==> src/rtl/pid_pkg.sv <==
// Shared definitions for the PID datapath: default widths, default
// derivative gain and a generic signed clamp used by the P, I and D terms.
package pid_pkg;

  localparam int ERR_W_DFLT  = 10;
  localparam int DIFF_W_DFLT = 7;
  localparam int GAIN_W_DFLT = 5;

  localparam logic [GAIN_W_DFLT-1:0] D_GAIN_DFLT = 5'd7;

  // Clamp a signed value into the range of a signed 'width'-bit number.
  // Callers truncate the result to 'width' bits; the clamp guarantees the
  // truncation is lossless.
  function automatic logic signed [31:0] sat_signed(input logic signed [31:0] val,
                                                    input int width);
    logic signed [31:0] hi;
    logic signed [31:0] lo;
    hi = (32'sd1 <<< (width - 1)) - 32'sd1;
    lo = -(32'sd1 <<< (width - 1));
    if (val > hi) begin
      return hi;
    end else if (val < lo) begin
      return lo;
    end
    return val;
  endfunction

endpackage

==> src/rtl/dterm_hist.sv <==
// One channel's sample history: a DEPTH-entry shift queue plus a saturating
// fill counter that reports when the queue holds DEPTH real samples.
module dterm_hist #(
  parameter int W     = 10,
  parameter int DEPTH = 2
) (
  input  logic                clk,
  input  logic                rst_n,
  input  logic                shift,
  input  logic                clr,
  input  logic signed [W-1:0] din,
  output logic signed [W-1:0] oldest,
  output logic                primed
);

  localparam int FILL_W = $clog2(DEPTH + 1);

  logic signed [W-1:0] q_q [DEPTH];
  logic [FILL_W-1:0]   fill_q;

  // Queue shift on accepted samples; clear wipes the history back to zeros.
  always_ff @(posedge clk or negedge rst_n) begin
    if (!rst_n) begin
      for (int i = 0; i < DEPTH; i++) q_q[i] <= '0;
    end else if (clr) begin
      for (int i = 0; i < DEPTH; i++) q_q[i] <= '0;
    end else if (shift) begin
      q_q[0] <= din;
      for (int i = 1; i < DEPTH; i++) q_q[i] <= q_q[i-1];
    end
  end

  // Fill counter saturates at DEPTH so 'primed' stays set until cleared.
  always_ff @(posedge clk or negedge rst_n) begin
    if (!rst_n) begin
      fill_q <= '0;
    end else if (clr) begin
      fill_q <= '0;
    end else if (shift && (fill_q != FILL_W'(DEPTH))) begin
      fill_q <= fill_q + FILL_W'(1);
    end
  end

  assign oldest = q_q[DEPTH-1];
  assign primed = (fill_q == FILL_W'(DEPTH));

endmodule

==> src/rtl/dterm_mc.sv <==
// Multi-channel derivative term: D = sat(err - err[n-DEPTH]) * d_gain.
// Two register stages: stage 1 holds the clamped difference, stage 2 the
// product. Each channel keeps its own history; out-of-range channels are
// ignored entirely.
module dterm_mc
  import pid_pkg::*;
#(
  parameter  int ERR_W  = ERR_W_DFLT,
  parameter  int DIFF_W = DIFF_W_DFLT,
  parameter  int GAIN_W = GAIN_W_DFLT,
  parameter  int DEPTH  = 2,
  parameter  int NUM_CH = 1,
  localparam int CH_W   = (NUM_CH > 1) ? $clog2(NUM_CH) : 1,
  localparam int D_W    = DIFF_W + GAIN_W + 1
) (
  input  logic                    clk,
  input  logic                    rst_n,
  input  logic signed [ERR_W-1:0] err_sat,
  input  logic                    err_vld,
  input  logic [CH_W-1:0]         err_ch,
  input  logic [GAIN_W-1:0]       d_gain,
  input  logic                    clr,
  output logic signed [D_W-1:0]   D_term,
  output logic                    D_vld,
  output logic [CH_W-1:0]         D_ch
);

  logic                     ch_ok;
  logic                     accept;
  logic [NUM_CH-1:0]        shift_w;
  logic [NUM_CH-1:0]        primed_w;
  logic signed [ERR_W-1:0]  oldest_w [NUM_CH];

  logic signed [ERR_W-1:0]  oldest_sel;
  logic                     primed_sel;
  logic signed [ERR_W:0]    diff_wide;
  logic signed [31:0]       diff_ext;
  logic signed [DIFF_W-1:0] diff_sat_d;
  logic signed [D_W-1:0]    prod_d;

  logic                     s1_vld_q;
  logic signed [DIFF_W-1:0] s1_diff_q;
  logic [CH_W-1:0]          s1_ch_q;

  logic                     d_vld_q;
  logic signed [D_W-1:0]    d_term_q;
  logic [CH_W-1:0]          d_ch_q;

  assign ch_ok  = (32'(err_ch) < 32'(NUM_CH));
  assign accept = err_vld && ch_ok && !clr;

  for (genvar g = 0; g < NUM_CH; g++) begin : g_ch
    assign shift_w[g] = accept && (32'(err_ch) == 32'(g));

    dterm_hist #(
      .W     (ERR_W),
      .DEPTH (DEPTH)
    ) u_hist (
      .clk    (clk),
      .rst_n  (rst_n),
      .shift  (shift_w[g]),
      .clr    (clr),
      .din    (err_sat),
      .oldest (oldest_w[g]),
      .primed (primed_w[g])
    );
  end

  // Select the addressed channel's oldest sample and primed flag.
  always_comb begin
    oldest_sel = '0;
    primed_sel = 1'b0;
    for (int c = 0; c < NUM_CH; c++) begin
      if (32'(err_ch) == 32'(c)) begin
        oldest_sel = oldest_w[c];
        primed_sel = primed_w[c];
      end
    end
  end

  // Difference one bit wider than the inputs cannot wrap; clamp it, and
  // force zero while the channel history is still warming up.
  always_comb begin
    diff_wide  = $signed({err_sat[ERR_W-1], err_sat}) -
                 $signed({oldest_sel[ERR_W-1], oldest_sel});
    diff_ext   = 32'(diff_wide);
    diff_sat_d = '0;
    if (primed_sel) begin
      diff_sat_d = DIFF_W'(sat_signed(diff_ext, DIFF_W));
    end
  end

  // Unsigned gain is zero-extended to a signed operand; D_W bits hold the
  // full product range, so no further clamp is needed.
  always_comb begin
    prod_d = D_W'(s1_diff_q) * D_W'($signed({1'b0, d_gain}));
  end

  // Stage 1: clamped difference and channel tag of the accepted sample.
  always_ff @(posedge clk or negedge rst_n) begin
    if (!rst_n) begin
      s1_vld_q  <= 1'b0;
      s1_diff_q <= '0;
      s1_ch_q   <= '0;
    end else begin
      s1_vld_q <= accept;
      if (accept) begin
        s1_diff_q <= diff_sat_d;
        s1_ch_q   <= err_ch;
      end
    end
  end

  // Stage 2: product and tag; a clear while a sample is in stage 1 kills it,
  // and the result/tag registers hold between pulses.
  always_ff @(posedge clk or negedge rst_n) begin
    if (!rst_n) begin
      d_vld_q  <= 1'b0;
      d_term_q <= '0;
      d_ch_q   <= '0;
    end else begin
      d_vld_q <= s1_vld_q && !clr;
      if (s1_vld_q && !clr) begin
        d_term_q <= prod_d;
        d_ch_q   <= s1_ch_q;
      end
    end
  end

  assign D_term = d_term_q;
  assign D_vld  = d_vld_q;
  assign D_ch   = d_ch_q;

endmodule
==> config.mk <==
export PLATFORM = sky130hd
export DESIGN_NAME = dterm_mc
export DESIGN_NICKNAME = d
export VERILOG_FILES = /design/src/rtl/pid_pkg.sv /design/src/rtl/dterm_hist.sv /design/src/rtl/dterm_mc.sv
export SDC_FILE = /design/constraint.sdc
export NUM_CORES = 1
export LEC_CHECK = 0
export ABC_AREA = 1
export BUFFER_PORTS_ARGS = -buffer_cell sky130_fd_sc_hd__buf_2
export CAP_MARGIN = 10
export CORE_AREA = 10 10 96 98
export CTS_BUF_LIST = sky130_fd_sc_hd__clkbuf_16
export DETAILED_ROUTE_END_ITERATION = 6
export DIE_AREA = 0 0 106 108
export PLACE_DENSITY = 0.82
export SYNTH_ARGS = -nofsm -noshare
export SYNTH_HDL_FRONTEND = slang
export SYNTH_HIERARCHICAL = 1
export SYNTH_SLANG_ARGS = --single-unit
==> constraint.sdc <==
create_clock -name clk -period 3.1 [get_ports clk]
set_input_delay 0.62 -clock clk [delete_from_list [all_inputs] [get_ports clk]]
set_output_delay 0.62 -clock clk [all_outputs]
set_load 0.005 [all_outputs]
=== Yosys cells after proc, flatten, opt, wreduce, memory -nomap -nowiden ===
Cells that the tools add are included.

* Bits in registers: 46
* Input bits: 20
* Output and inout port bits: 15
* Word-level logic and storage cells: 39

* Add/subtract/negate cells: 2
* $mul: 1
* $lt $le $gt $ge: 3
* Eq/ne operators: 2
* Muxes and demuxes: 13
* Bitwise logic cells: 1
* Reduce and logical (&&, ||, !) cells: 8

{| class="wikitable"
|+ Operator list
! kind !! number
|-
| $mux W20 || 2
|-
| $mux W7 || 4
|-
| $mul A7 B6 Y13 || 1
|-
| $gt A11 B7 Y1 const B || 1
|-
| $lt A11 B7 Y1 const B || 1
|-
| $sub A10 B10 Y11 || 1
|-
| $mux W10 || 1
|-
| $logic_and A1 B1 Y1 || 5
|-
| $mux W1 || 4
|-
| $mux W2 || 2
|-
| $reduce_bool A2 Y1 || 2
|-
| $add A2 B1 Y2 const B || 1
|-
| $eq A2 B2 Y1 const B || 1
|-
| $ne A2 B2 Y1 const B || 1
|-
| $logic_not A1 Y1 || 1
|-
| $lt A1 B1 Y1 const B || 1
|-
| $not A1 Y1 || 1
|}

=== Depth between registers and ports, before layout ===
Gate-level depths: netlist (run 1).

* Word-level depth: 8
* Mapped depth: 18
* Depth with buffers taken out: 17

=== Cells and area by module ===
Netlist (run 1), hierarchy kept.

{| class="wikitable"
|+ By module, submodules not included
! module !! instances !! cells each !! area each (um2)
|-
| dterm_mc || 1 || 410 || 2,940.3
|-
| dterm_hist || 1 || 108 || 983.4
|}

=== Least setup slack after synthesis (run 1) ===
Ideal clock, no wire load.

* Kind: input-to-reg
* Start point: input port d_gain[2]
* End point: register d_term_q[10], in the netlist D_term[10]
* Arrival time: 3,464 ps
* Required time: 2,965 ps
* Setup slack: -499 ps
* Stages: 15
* Buffers on the path: 0
* Cells stage by stage: nand2_1 > inv_1 > fa_1 > inv_1 > fa_1 > fa_1 > inv_1 > ha_1 > a21oi_1 > o21ai_0 > a21oi_1 > nor2_1 > nor2_1 > xor2_1 > o21ai_0

* Longest elaborated chain between the ends: 1

{| class="wikitable"
|+ RTL lines
! what !! RTL line !! RTL
|-
| start, declared || dterm_mc.sv:21 || <nowiki>input logic [GAIN_W-1:0] d_gain,</nowiki>
|-
| $mul A7 B6 Y13 || dterm_mc.sv:96 || <nowiki>prod_d = D_W'(s1_diff_q) * D_W'($signed({1'b0, d_gain}));</nowiki>
|-
| end signal, assigned || dterm_mc.sv:124 || <nowiki>d_term_q <= prod_d;</nowiki>
|-
| end, declared || dterm_mc.sv:46 || <nowiki>logic signed [D_W-1:0] d_term_q;</nowiki>
|}

Every way passes these cells.
A chain may end at the register's enable or synchronous reset.

=== Final worst setup path (run 1) ===
* Start point: register s1_diff_q[6]
* End point: register d_term_q[12], in the netlist D_term[12]

* Longest elaborated chain between the ends: 1

{| class="wikitable"
|+ RTL lines
! what !! RTL line !! RTL
|-
| start, declared || dterm_mc.sv:42 || <nowiki>logic signed [DIFF_W-1:0] s1_diff_q;</nowiki>
|-
| start signal, assigned || dterm_mc.sv:108 || <nowiki>s1_diff_q <= diff_sat_d;</nowiki>
|-
| $mul A7 B6 Y13 || dterm_mc.sv:96 ||
|}

Every way passes these cells.

==> results of run 1 <==
==> per-stage QoR <==
step / instance area (um2) / hold slack (ns) / std cells / total power, mW / util (%)
2_1_floorplan: 4050 / 0.324 / 518 / 1.13 / -
3_3_place_gp: 4460 / 0.454 / 668 / 1.34 / 59.9
3_5_place_dp: 4460 / 0.458 / 668 / 1.37 / 59.9
4_1_cts: 4650 / 0.475 / 676 / 1.94 / 62.5
5_1_grt: 4670 / 0.509 / 676 / 2.07 / 62.7
6_report: 4670 / 0.474 / 676 / 1.95 / 62.7
==> path summary, 6_finish.rpt <==
kind                                     startpoint                        to
max                                    s1_diff_q[6]                D_term[12]
min                        g_ch[0].u_hist/oldest[3]  g_ch[0].u_hist/oldest[3]
min reg2reg                g_ch[0].u_hist/oldest[3]  g_ch[0].u_hist/oldest[3]
min in group asynchronous                     rst_n                 D_term[9]
max reg2reg                            s1_diff_q[6]                D_term[12]
max in group asynchronous                     rst_n              s1_diff_q[6]
==> power by group through the flow <==
stage | Combinational [mW] | Sequential (mW) | Clock, mW
after floorplan | 0.409 | 0.726 | 0
after global placement | 0.621 | 0.717 | 0
after detailed placement | 0.650 | 0.721 | 0
after CTS | 0.674 | 0.710 | 0.557
after global routing | 0.774 | 0.720 | 0.579
final | 0.681 | 0.711 | 0.554
==> layout by cell type, fill, tap and decap left out, drive strengths merged, types with 6 or more instances in the layout <==
cell type and n:
ha 34, nor2 20, nand2 178, inv 100, buf 64, dfrtp 46
nand3 41, xnor2 6, a21oi 14, o21ai 22, fa 23
==> per-layer routing <==
metal  track usage (%)  part of all wire, %  vias to the layer above
li1                  -                    -                     1677
met1              18.4                   39                     1597
met2              32.6                   54                       85
met3              3.69                  4.6                       19
met4              6.09                  2.2                        0
met5                 0                    0                        -
==> worst register-to-register path, stage by stage, from the launching register on <==
cell	delay [ns]
dfrtp_2	0.48
nand2_4	0.11
inv_4	0.04
fa_1	0.51
inv_1	0.05
fa_1	0.48
inv_1	0.05
fa_1	0.48
ha_4	0.28
a21oi_4	0.13
o21ai_2	0.10
nand2_1	0.09
nand4_1	0.13
or2_4	0.26
nand3_2	0.05
nand2_1	0.06
==> registers in the layout (all words and copies together) (netlist names) <==
register            count
g_ch.u_hist/fill_q      2
g_ch.u_hist/q_q        10
s1_diff_q               7
D_ch                    1
D_term                 13
D_vld                   1
s1_vld_q                1
g_ch.u_hist/oldest     10
s1_ch_q                 1
==> cell families after synthesis <==
logic type / Yosys count / share of synthesized area, %
flops: 46 / 29.3
compound gates: 39 / 5.52
simple gates: 247 / 27.5
buf+inv: 118 / 12.7
fa+ha+maj: 57 / 22.6
xor+xnor: 11 / 2.46
==> what timing repair did <==
action                     in CTS  in global routing
gates resized for setup        17                  5
cloned                          0                  0
setup endpoints to repair       6                  8
pin swaps                      18                  3
==> cell type report <==
cell class	count	area, um2
fill	627	2780
multi-input combinational	354	2450
sequential	46	1150
timing repair buffer	64	404
inverter	102	385
tap	102	128
clock buffer	5	125
clock inverter	3	21.3
==> out/metrics.yaml, run 1 <==
outcome: "complete, but fails checks"
violations: "negative setup slack"
p_sw_uw: 674
ff2ff_path_depth: 15
yosysMostFrequentCell: "nand2_1"
critPathLaunchType: "register"
p_comb_share_pct: 35.0
ys_async_sr_fraction_pct: 100
cts.sinks: 46
cpMostUsedCell: "fa_1"
vias: 3378
rows: 32
holdBufCountCts: 0
grt_pass1_vias: 3706
power.clock.fraction_pct: 28.5
synthFlopType: "dfrtp_1"
drt_wl_total_mm: 9.20
seqPwrFrac_pct: 36.5
crit_buf_inv: 3
clk_pin_slew_ns: 0.07
internal-power_mw: 1.27
clock_latency_ns: 0.30
cts_setup_buffers: 0
cts_tree: "yes"
grt_max_degree: 47
post-route-period-util_pct: 110
leakagePower_nw: 2.70
portBuffers: 34
timing_hold_violations_final: 0
drc: 0
yosys-top-cells-count: "169 x nand2_1, 98 x inv_1, 46 x dfrtp_1"
fin_skew_ns: 0.0100
max_cap_violations: 0
required_ns: 3.29
die_h_um: 108
ios: 35
critPathArrivalTime_ns: 3.61
drtIter0Drc: 122
yosysTopAreaCellShare_pct: 29.3
ys_ff_latch: 46
viasPerCell: 5.00
critPathMaxStageDelay_ns: 0.51
drv_slew: 0
avgRoutedWirePerCell_um: 13.6
synth_area_leaders: "dfrtp_1 29%, nand2_1 16%, fa_1 12%"
die_area_um2: 11400
synth_edf_count: 0
clockRootBuffer: "clkbuf_16"
cp_top_family: "adder cells"
swShare_pct: 34.7
synth_area_um2: 3920
syn_inst: 518
place_hpwl_mm: 6.96
whs_path_depth: 2
synth_cell_types: 33
postRouteAntennaNets: 0
antenna_found_initial: 0
path_max_fanout: 4
worstMarginPinSlew_ns: 1.06
numCtsBuffers: 5
nNetsFinal: 650
hp-class: "reg2reg"
cp-end-kind: "register"
r2r_slack_ns: -0.32
gp_congestion: 0.903
grt_pass1_wl_mm: 16.4
cts_buffer_depth: 2
ir_drop_v: 0.000321
die_width_um: 106
yosysSeqAreaShare_pct: 29.3
synth.avg_cell_area_um2: 7.57
path_cells: "nand2_4 -> inv_4 -> fa_1 -> inv_1 -> fa_1 -> inv_1 -> fa_1 -> ha_4 -> a21oi_4 -> o21ai_2 -> nand2_1 -> nand4_1 -> or2_4 -> nand3_2 -> nand2_1"
num_antenna_cells: 0
yosysTopAreaCell: "dfrtp_1"
cts-htree-levels: 2
core_area_um2: 7450
critical_path_class: "reg2reg"
min_period_ns: 3.42
cp.depth: 15
synth.net_count: 595
dr.pass1.iters: 4
setup_tns_ns: -1.20
setup_violations: 7
grt.total_usage_pct: 17.2
area_growth_pct: 19.0
layout_setup_ws_ns: -0.318
maxClockFrequency_mhz: 293
powerDensity_nw_per_um2: 417
crit_slowest_cell: "fa_1"
place_ws_ns: -0.601
max-slew-margin-rel_pct: 29.2
ys_warn_count: 6
rsz0062_at_grt: "true"
initial_core_util_pct: 52.7
grt_overflow: 0
drive_above_1_share_pct: 22.3
(Power assumes the default switching activity.)
==> run 2, diff against run 1 <==
Settings changed: CORE_AREA 10 10 96 98 to 10 10 117 119, DIE_AREA 0 0 106 108 to 0 0 127 129, PLACE_DENSITY 0.82 to 0.59.
==> out/metrics.yaml, run 2 (synthesized netlist as in run 1, its figures left out) <==
layout_commonest_cell: "nand2_1"
drv_slew: 0
cpMostUsedCell: "fa_1"
clockRootBuffer: "clkbuf_16"
drc: 0
setup_violations: 5
violations: "negative setup slack"
regArea_um2: 1150
post-route-period-util_pct: 106
crit_slowest_cell: "fa_1"
leakagePower_nw: 2.71
min_period_ns: 3.30
rows: 39
reg2reg_from: "s1_diff_q[6]"
cts.sinks: 46
nFillCells: 1161
cp-end-kind: "register"
hp-class: "in2async"
layout_common_cells: "161 x nand2_1, 90 x inv_1, 44 x dfrtp_1, 35 x nand3_1, 32 x buf_2"
die_width_um: 127
max-slew-margin-rel_pct: 60.2
nNetsFinal: 650
critPathArrivalTime_ns: 3.49
required_ns: 3.29
cts_tree: "yes"
outcome: "complete, but fails checks"
fin_skew_ns: 0.00251
critPathLaunchType: "register"
critPathMaxStageDelay_ns: 0.53
gp_congestion: 0.868
path_max_fanout: 4
crit_path_start: "s1_diff_q[6]"
postRouteAntennaNets: 0
ios: 35
cts-htree-levels: 2
die_area_um2: 16400
path_cells: "nand2_8 -> inv_4 -> fa_1 -> inv_1 -> fa_1 -> inv_2 -> fa_1 -> ha_4 -> a21oi_2 -> o21ai_2 -> nand2_1 -> nand4_1 -> or2_4 -> nand3_2 -> nand2_1"
avgRoutedWirePerCell_um: 12.1
grt_max_degree: 21
rsz0062_at_grt: "true"
setup_tns_ns: -0.729
grt_overflow: 0
critical_path_class: "reg2reg"
initial_core_util_pct: 34.7
drt_wl_total_mm: 8.68
viasPerCell: 4.56
ir_drop_v: 0.000264
timing_hold_violations_final: 0
clk_pin_slew_ns: 0.06
portBuffers: 34
maxClockFrequency_mhz: 303
layout_setup_ws_ns: -0.201
cts_buffer_depth: 2
drtIter0Drc: 121
largest_register_ffs: 13
multi_input_area_um2: 2450
grt_pass1_vias: 3340
grt_pass1_wl_mm: 15.0
die_h_um: 129
power_mw: 1.89
area_growth_pct: 20.2
grt.total_usage_pct: 10.9
clock_latency_ns: 0.29
drive_above_1_share_pct: 22.6
place_hpwl_mm: 7.08
num_antenna_cells: 0
max_cap_violations: 0
vias: 3270
core_area_um2: 11300
antenna_found_initial: 0
powerDensity_nw_per_um2: 401
dr.pass1.iters: 4
numCtsBuffers: 5
worstMarginPinSlew_ns: 0.596
run 2: timing repair:
action / in CTS / in global routing
setup buffers: 0 / 0
gates cloned: 0 / 0
pin swaps: 15 / 5
setup endpoints to repair: 6 / 8
hold buffers: 0 / 0
gates resized for setup: 20 / 7
run 2: stage by stage:
step | cells | util (%) | area (um2) | setup WS (ns) | hold slack [ns]
global route | 717 | 41.6 | 4710 | -0.394 | 0.310
finish | 717 | 41.6 | 4710 | -0.201 | 0.284
detailed placement | 709 | 39.8 | 4510 | -0.634 | 0.461
CTS | 717 | 41.6 | 4710 | -0.201 | 0.301
floorplan | 518 | - | 4050 | -0.290 | 0.324
global placement | 709 | 39.8 | 4510 | -0.577 | 0.454
run 2: worst paths after layout:
| path | slack, ns | cells after the start | to |
|---|---|---|---|
| worst min-delay path | 0.28 | 1 | D_term[9] |
| worst min register to register | 0.47 | 2 | g_ch[0].u_hist/oldest[3] |
| worst max register to register | -0.20 | 15 | D_term[12] |
| min in group clk | 0.47 | 2 | g_ch[0].u_hist/oldest[3] |
| worst max-delay path | -0.20 | 15 | D_term[12] |
| max in group asynchronous | 2.20 | 2 | s1_diff_q[5] |
run 2: layout make-up:
| cell class | count | area share [%] |
|---|---|---|
| multi-input combinational | 354 | 52.0 |
| sequential | 46 | 24.5 |
| timing repair buffer | 64 | 8.57 |
| inverter | 102 | 8.23 |
| tap | 143 | 3.80 |
| clock buffer | 5 | 2.65 |
| clock inverter | 3 | 0.265 |
run 2: routing by layer:
layer  vias to the layer above  routed length, um  global-route usage [%]
li1                       1683                  -                       -
met1                      1521               3760                    12.5
met2                        54               4380                    19.0
met3                        12                414                    3.20
met4                         0                131                    3.35
met5                         -                  0                       0
run 2: critical path, delay by kind of cell (launching register included):
| family | cells | cell delay [ns] |
|---|---|---|
| adders and majority gates | 4 | 1.76 |
| DFF | 1 | 0.48 |
| and+or+nand+nor | 6 | 0.62 |
| buffers and inverters | 3 | 0.12 |
| AOI/OAI and AO/OA | 2 | 0.21 |
run 2: report_power, final:
| part | leakage [nW] | internal [mW] | total (mW) | switching [mW] |
|---|---|---|---|---|
| logic | 2.01 | 0.301 | 0.661 | 0.361 |
| clock network | 0.0724 | 0.292 | 0.517 | 0.225 |
| registers | 0.626 | 0.668 | 0.714 | 0.0461 |
